$ cat config.mk
export PLATFORM = sky130hd
export DESIGN_NAME = gray_monitor
export DESIGN_NICKNAME = d
export VERILOG_FILES = /design/src/rtl/gray_monitor.sv
export SDC_FILE = /design/constraint.sdc
export NUM_CORES = 1
export LEC_CHECK = 0
export ABC_CLOCK_PERIOD_IN_PS = 2600
export CORE_MARGIN = 2
export CORE_UTILIZATION = 40
export DETAILED_ROUTE_END_ITERATION = 8
export SLEW_MARGIN = 40
export SYNTH_ARGS = -nofsm -noshare
export SYNTH_HDL_FRONTEND = slang
export SYNTH_SLANG_ARGS = --single-unit
$ cat constraint.sdc
create_clock -name Clk -period 2.6 [get_ports Clk]
set_input_delay 0.26 -clock Clk [delete_from_list [all_inputs] [get_ports Clk]]
set_output_delay 0.26 -clock Clk [all_outputs]
set_load 0.02 [all_outputs]
$ cat src/rtl/gray_monitor.sv
// ============================================================================
// Module  : gray_monitor
// Brief   : Checks a Gray counter stream for legal single-step forward moves,
//           converts accepted codes to binary, counts wraps, latches faults.
//           Optional overflow cross-check: define GRAY_MON_OVF_CHECK_EN.
// Rev     : 1.0
// ============================================================================
`default_nettype none

module gray_monitor #(
    parameter int WIDTH = 3,
    parameter int LAP_W = 8
) (
    input  logic             Clk,
    input  logic             Reset,
    input  logic [WIDTH-1:0] Gray,
    input  logic             Overflow,
    output logic [WIDTH-1:0] Binary,
    output logic [LAP_W-1:0] Laps,
    output logic             Step,
    output logic             Error,
    output logic [1:0]       ErrCode
);

    localparam logic [0:0] S_TRACK = 1'b0;
    localparam logic [0:0] S_FAULT = 1'b1;

    localparam logic [1:0] CODE_NONE  = 2'b00;
    localparam logic [1:0] CODE_MULTI = 2'b01;
    localparam logic [1:0] CODE_BACK  = 2'b10;
    localparam logic [1:0] CODE_OVF   = 2'b11;

    function automatic logic [WIDTH-1:0] gray2bin(input logic [WIDTH-1:0] g);
        logic [WIDTH-1:0] b;
        b[WIDTH-1] = g[WIDTH-1];
        for (int i = WIDTH - 2; i >= 0; i--) begin
            b[i] = b[i+1] ^ g[i];
        end
        return b;
    endfunction

    logic [0:0]       state_q, state_d;
    logic [WIDTH-1:0] prev_q, prev_d;
    logic [WIDTH-1:0] bin_q, bin_d;
    logic [LAP_W-1:0] laps_q, laps_d;
    logic             step_q, step_d;
    logic [1:0]       code_q, code_d;

    logic [WIDTH-1:0] w_diff;
    logic [WIDTH-1:0] w_bn;
    logic [WIDTH-1:0] w_bp;
    logic [WIDTH-1:0] w_bp_inc;
    logic             w_one_hot;
    logic             w_multi;
    logic             w_fwd;
    logic             w_accept;
    logic             w_wrap;
    logic             w_ovf_fault;
    logic [1:0]       w_cause;

    assign w_diff    = Gray ^ prev_q;
    assign w_bn      = gray2bin(Gray);
    assign w_bp      = gray2bin(prev_q);
    assign w_bp_inc  = w_bp + 1'b1;
    assign w_one_hot = (w_diff != '0) && ((w_diff & (w_diff - 1'b1)) == '0);
    assign w_multi   = (w_diff != '0) && !w_one_hot;
    assign w_fwd     = (w_bn == w_bp_inc);
    assign w_accept  = w_one_hot && w_fwd;
    assign w_wrap    = w_accept && (w_bp == '1);

`ifdef GRAY_MON_OVF_CHECK_EN
    logic ovf_q;

    always_ff @(posedge Clk) begin
        if (Reset) begin
            ovf_q <= 1'b0;
        end else begin
            ovf_q <= Overflow;
        end
    end

    // Upstream raises Overflow on the same edge it wraps to 0, so a rise is
    // only legal when it coincides with an accepted wrap step.
    assign w_ovf_fault = Overflow && !ovf_q && !w_wrap;
`else
    logic w_unused_ovf;
    assign w_unused_ovf = Overflow;
    assign w_ovf_fault  = 1'b0;
`endif

    always_comb begin
        w_cause = CODE_NONE;
        if (w_multi) begin
            w_cause = CODE_MULTI;
        end else if (w_one_hot && !w_fwd) begin
            w_cause = CODE_BACK;
        end else if (w_ovf_fault) begin
            w_cause = CODE_OVF;
        end
    end

    always_ff @(posedge Clk) begin
        if (Reset) begin
            state_q <= S_TRACK;
            prev_q  <= '0;
            bin_q   <= '0;
            laps_q  <= '0;
            step_q  <= 1'b0;
            code_q  <= CODE_NONE;
        end else begin
            state_q <= state_d;
            prev_q  <= prev_d;
            bin_q   <= bin_d;
            laps_q  <= laps_d;
            step_q  <= step_d;
            code_q  <= code_d;
        end
    end

    always_comb begin
        state_d = state_q;
        prev_d  = prev_q;
        bin_d   = bin_q;
        laps_d  = laps_q;
        step_d  = 1'b0;
        code_d  = code_q;
        if (state_q == S_TRACK) begin
            if (w_cause != CODE_NONE) begin
                state_d = S_FAULT;
                code_d  = w_cause;
            end else if (w_accept) begin
                prev_d = Gray;
                bin_d  = w_bn;
                step_d = 1'b1;
                if (w_wrap && (laps_q != '1)) begin
                    laps_d = laps_q + 1'b1;
                end
            end
        end
    end

    always_comb begin
        Binary  = bin_q;
        Laps    = laps_q;
        Step    = step_q;
        Error   = (state_q == S_FAULT);
        ErrCode = code_q;
    end

endmodule

`default_nettype wire

==> results.md, run 1 <==
- Post-synthesis compound-gate area fraction: 23.00%
- Clock share of power: around 27%
- Adder-cell share of the synthesized area: 2.460%
- Post-synthesis instance total: 115
- Largest family of logic cells by synthesized area: compound AO/OA/AOI/OAI gates
- Final hold viol count: 0
- CTS root buffer: clkbuf_4
- Clock skew: 0.001901 ns
- Final Setup Violations: 0
- Die Y-Extent: 54.43 um
- # IOs: 21
- Crit path DAT: 2.58 ns
- Drt pass-1 iters: 4
- Routability Congestion: 0.7458
- Hold slack: 0.4735 ns
- Status: completed
- Grt met1 use: 23.17%
- Multiplexer share of the synthesized area: 2.214%
- Fraction of layout cells with a size suffix above 1: between 10% and 20%
- Psw: 141.0 uW
- Synthesis-to-finish area growth: 24.97%
- Postcts setup bufs: 0
- Number of synthesized register bits: 17
- Utilization after layout: 52.26%
- Tightest Pin Transition: 0.6788 ns
- Routed Antenna Nets: 0
- Final WL: 2.160 mm
- Worst setup SP type: flip-flop
- Antenna diode count: 0
- Die width: 54.43 um
- Commonest cells in the netlist: dfxtp_1 (17), a21oi_1 (12), nand3_1 (7), o21ai_0 (7)
- CTS tree: built
- Slew margin rel.: a little over half
- Yosys top cell area share: 33.46%
- Layer with the highest usage: met2
- Port bufs: 19
- Peak fanout along the critical path: 21
- Wirelength per Cell: 13.01 um
- Initial Utilization: between 40% and 50%
- Placed Instances: between 150 and 200
- CP Capture Type: flip-flop
- # resized after CTS: 0
- Initial antenna violation count: 0
- Mapped cell area: 1017 sq um
- Leak Pwr: about 0.46 nW
- Async S/R FF share, synth: 0%
- Synthesized area per cell: 8.845 sq um
- Clock sinks: 17
- Total CTS buffers: 3
- Post-synth cell types: 45
- Synth area leader: dfxtp_1
- VDD IR max: 0.3580 mV
- Largest net degree at the start of global routing: 22
- GRT Util Overall: 17.18%
- XOR/XNOR Fraction of Synth Area: 10.70%
- Tmin final: about 2.4 ns
- Met3 Use GR: 4.918%
- Non-filler instance count after layout: 166
- Vias: 929
- 1st-iter DRT viols: 21
- Die area: 2963 sq um
- Layout net count: 145
- Clock-pin slew on the worst setup and hold paths: ~0.09 ns
- Hpwl dp: approximately 1.6 mm
- RSZ-0062 raised after global routing: no
- WP data required: 2.79 ns
- Synth Area in Simple Gates: 20.66%
- Seq/Total Area, Yosys: 33.46%
- MaxCap Viol Count: 0
- Clock Tree Buf Depth: 2
- Core Footprint: 2432 sq um
- Synth area leaders: dfxtp_1 (33%), a21oi_1 (5.9%), o31ai_1 (3.7%)
- Final worst-path cycle share: 91.97%
- Sequential share of power: 52.6%
- Vias in the first global route: 807
- Setup TNS: 0 ns
- Yosys warns: 0
- Max Clk Rate: 418.2 MHz
- Number of synthesized flops with an enable pin: 0
- Vias per cell: between 5 and 6
- Slew Viols, Final: 0
- Logic pwr share: 20.5%
- PD cells: about 410 nW/um^2
- Met2 usage: 25.90%
- DR DRC count: 0
- Crit Path Class: reg -> reg
- First-pass GRT wire length: 3.615 mm
- FP Rows: 18
- Worst-skew pair later-pin latency: 0.29 ns
- CTS H-tree lvls: 1
- Internal power: 376.2 uW
- Remaining global-route overflow: 0
- Number of fill cells in the layout: 265
- Syn_nets: around 120
- Cell with the most instances after synthesis: dfxtp_1
- Class of the worst hold path: reg -> reg
- Ys flop type: dfxtp_1
- Hold buffers post-CTS: 0
- Sw frac: 27.26%
[metal layers]
metal | up-vias | routed length, um
met1 | 434 | 1067
met2 | 19 | 976
met4 | 0 | 25
li1 | 472 | -
met3 | 4 | 92
met5 | - | 0
[final timing paths]
check | start | to | slack (ns) | cells after the start
max | prev_q[1] | Laps[5] | 0.21 | 8
min | ErrCode[0] | ErrCode[0] | 0.47 | 2
max reg2reg | prev_q[1] | Laps[5] | 0.21 | 8
min reg2reg | ErrCode[0] | ErrCode[0] | 0.47 | 2
[flip-flops by register name, indices dropped and copies added (netlist names)]
register / count
ErrCode: 2
Laps: 8
prev_q: 3
Error: 1
Binary: 2
Step: 1
[final cells by class]
cell class	instances	area, sq um	share of cell area, %
sequential	17	340.3	26.77
multi-input combinational	86	600.6	47.24
clock buffer	4	26.28	2.067
inverter	3	11.26	0.8858
tap	30	37.54	2.953
timing repair buffer	26	255.2	20.08
[layout by cell type (no fill, tap or decap), types with 2 or more instances in the layout]
| cell | n |
|---|---|
| or4_1 | 3 |
| nor2b_1 | 2 |
| mux2_2 | 2 |
| nor3_1 | 4 |
| clkbuf_4 | 3 |
| buf_4 | 6 |
| inv_1 | 3 |
| ha_1 | 2 |
| o21ai_0 | 7 |
| a21oi_1 | 12 |
| o31ai_1 | 5 |
| nand3_1 | 7 |
| clkdlybuf4s50_1 | 19 |
| xnor2_1 | 2 |
| nor2_1 | 5 |
| and3_1 | 2 |
| xor2_1 | 4 |
| xnor2_2 | 2 |
| dfxtp_1 | 17 |
| nand2_1 | 4 |
[stage by stage]
step | worst slack (ns) | area [sq um] | power, mW
after floorplan | 0.4020 | 1017 | 0.3490
after global placement | 0.1858 | 1245 | 0.3817
after detailed placement | 0.1468 | 1245 | 0.3838
after CTS | 0.2294 | 1271 | 0.5267
after global routing | 0.04692 | 1271 | 0.5523
final | 0.2087 | 1271 | 0.5172
[power by group through the flow]
| stage | Sequential [mW] | Combinational [mW] | Clock, mW |
|---|---|---|---|
| 6_report | 0.272 | 0.106 | 0.139 |
| 3_3_place_gp | 0.278 | 0.104 | 0 |
| 3_5_place_dp | 0.278 | 0.106 | 0 |
| 4_1_cts | 0.272 | 0.106 | 0.149 |
| 5_1_grt | 0.273 | 0.116 | 0.163 |
| 2_1_floorplan | 0.284 | 0.0651 | 0 |
[cells by family after synthesis]
logic type,count (synthesis)
AO/OA/AOI/OAI,36
buffers and inverters,12
XOR/XNOR,9
multiplexers,2
flip-flops,17
adder cells (fa/ha/maj),2
AND/OR/NAND/NOR,37
[critical path: stages (launching register included)]
cell       delay (ns)
dfxtp_1          0.46
xor2_1           0.19
ha_1             0.26
xor3_1           0.20
nor2_1           0.14
a2bb2oi_1        0.13
buf_12           0.18
nor4b_1          0.36
mux2_2           0.37
No activity file was read; power rests on OpenSTA's default activity.
==> run 2: changes to the inputs <==
--- a/config.mk
+++ b/config.mk
@@ -5,7 +5,7 @@
 export SDC_FILE = /design/constraint.sdc
 export NUM_CORES = 1
 export LEC_CHECK = 0
-export ABC_CLOCK_PERIOD_IN_PS = 2600
+export ABC_CLOCK_PERIOD_IN_PS = 3100
 export CORE_MARGIN = 2
 export CORE_UTILIZATION = 40
 export DETAILED_ROUTE_END_ITERATION = 8
==> constraint.sdc (replaced) <==
create_clock -name Clk -period 3.1 [get_ports Clk]
set_input_delay 0.31 -clock Clk [delete_from_list [all_inputs] [get_ports Clk]]
set_output_delay 0.31 -clock Clk [all_outputs]
set_load 0.02 [all_outputs]
==> run 2 against run 1 <==
  * Final cell count down 2.4%
  * Wire length is 3.3% lower
  * Sequential cell count did not move
  * Critical endpoint unchanged
  * Fmax is 2.1% lower
  * Clock skew about the same
  * Critical path type unchanged
  * Largest cell class unchanged
  * Largest power group unchanged
  * Count of clock-buffer cells in the layout decreased by 1
==> results.md, run 2 (same netlist as run 1, synthesis figures left out) <==
- Class of the worst hold path: reg -> reg
- Peak fanout along the critical path: 18
- Psw: 118.9 uW
- Sequential cell area: 340.3 sq um
- Crit path buf inv count: 1
- Initial antenna violation count: 0
- Port bufs: 19
- Worst-skew pair later-pin latency: 0.29 ns
- Slowest cell on the critical path: dfxtp_1
- Remaining global-route overflow: 0
- Crit path DAT: approximately 2.6 ns
- Logic pwr share: a little under a fifth
- # resized after CTS: 0
- Most common cell after layout, fill and taps aside: clkdlybuf4s50_1
- Clock share of power: 27.6%
- Tightest Pin Transition: 0.6395 ns
- Hpwl dp: 1.563 mm
- Crit path max-delay family: flip-flops
- Postcts setup bufs: 0
- Largest net degree at the start of global routing: 19
- VDD IR max: 0.3818 mV
- Most frequent cells in the layout: clkdlybuf4s50_1 (19), dfxtp_1 (17), a21oi_1 (12)
- Drt pass-1 iters: 4
- Die width: ~54 um
- PD cells: approximately 350 nW/um^2
- Worst setup SP type: flip-flop
- Internal power: just over 300 uW
- Initial Utilization: between 40% and 50%
- Vias: 910
- Setup TNS: 0 ns
- Routed Antenna Nets: 0
- FP Rows: 18
- Slew Viols, Final: 0
- Footprint of the multi-input gates: 600.6 sq um
- Clock-pin slew on the worst setup and hold paths: 0.10 ns
- Final Setup Violations: 0
- Final hold viol count: 0
- DR DRC count: 0
- Layout net count: 141
- CTS H-tree lvls: 1
- Vias per cell: 5.617
- Sequential share of power: 53.6%
- Total CTS buffers: 3
- Vias in the first global route: ~780
- Die area: slightly below 3000 sq um
- Final WL: 2.089 mm
- Clock Tree Buf Depth: 2
- Leak Pwr: 0.4369 nW
- RSZ-0062 raised after global routing: no
- Tmin final: 2.443 ns
- Wirelength per Cell: 12.90 um
- Crit path cell chain: xor2_1, ha_1, xor3_1, nand2_1, a2bb2oi_1, buf_4, nor4b_1, mux2_2
- DP Area: ~1200 sq um
- Max Clk Rate: 409.4 MHz
- Slew margin rel.: between 50% and 60%
- Sw frac: 27.87%
- CTS root buffer: clkbuf_4
- GRT Util Overall: 16.08%
- Hold buffers post-CTS: 0
- Clock sinks: 17
- Crit Path Class: reg -> reg
- WP data required: ~3.3 ns
- Synthesis-to-finish area growth: 20.91%
- Max FFs per register: 8
- Status: completed
- Number of fill cells in the layout: 240
- Largest stage delay on the critical path: 0.50 ns
- First-pass GRT wire length: between 3 and 4 mm
- Clock skew: 0.002320 ns
- MaxCap Viol Count: 0
- # IOs: 21
- Antenna diode count: 0
- 1st-iter DRT viols: 20
- Routability Congestion: 0.7078
- CTS tree: built
- Design area: approximately 1200 sq um
- Die Y-Extent: between 50 and 60 um
- CP Capture Type: flip-flop
- Final worst-path cycle share: between 70% and 80%
- Fraction of layout cells with a size suffix above 1: a little over a tenth
- Core Footprint: 2432 sq um
-- run 2: cell types whose count changed in the layout (fill, tap and decap cells not counted), sizes merged --
cell | previous run | this run
buf | 7 | 3
clkinv | 0 | 1
clkbuf | 4 | 3
-- run 2: cell type report --
type / count / share of cell area (%)
clock buffer: 3 / 1.831
clock inverter: 1 / 0.4069
inverter: 3 / 0.9156
multi-input combinational: 86 / 48.83
sequential: 17 / 27.67
tap: 30 / 3.052
timing repair buffer: 22 / 17.29
-- run 2: tightest hold or removal path: cells and delay by family, from the launching register on --
kind           cells  cell delay [ns]
AO/OA/AOI/OAI      2             0.12
flip-flops         1             0.32
-- run 2: power groups by stage --
stage | clock, mW | combinational (mW) | sequential, mW
3_3_place_gp | 0 | 0.0789 | 0.234
3_5_place_dp | 0 | 0.0807 | 0.234
2_1_floorplan | 0 | 0.0546 | 0.238
4_1_cts | 0.123 | 0.0811 | 0.229
5_1_grt | 0.138 | 0.0882 | 0.230
6_report | 0.118 | 0.0803 | 0.229
-- run 2: layer usage --
layer | vias to the layer above | GRT usage (%) | share of wire, %
met5 | - | 0 | 0
met4 | 0 | 4.583 | 0.57
met3 | 2 | 6.284 | 5.6
met2 | 17 | 25.90 | 46
met1 | 429 | 19.80 | 48
li1 | 462 | - | -
-- run 2: path summary, 6_finish.rpt --
| check | start | end | slack (ns) | depth (start not counted) |
|---|---|---|---|---|
| worst max-delay path | prev_q[2] | Laps[5] | 0.66 | 8 |
| worst min-delay path | ErrCode[0] | ErrCode[0] | 0.48 | 2 |
| worst max register to register | prev_q[2] | Laps[5] | 0.66 | 8 |
| worst min register to register | ErrCode[0] | ErrCode[0] | 0.48 | 2 |
-- run 2: metrics by stage --
step / std cells / setup WS (ns) / total power, mW / util (%) / hold WS [ns]
after global routing: 162 / 0.4452 / 0.4562 / 50.57 / 0.5231
after global placement: 158 / 0.4585 / 0.3126 / 49.43 / 0.4614
after CTS: 162 / 0.6412 / 0.4328 / 50.57 / 0.4918
after detailed placement: 158 / 0.3873 / 0.3146 / 49.43 / 0.4769
after floorplan: 115 / 0.9020 / 0.2927 / - / 0.4577
final: 162 / 0.6574 / 0.4266 / 50.57 / 0.4809
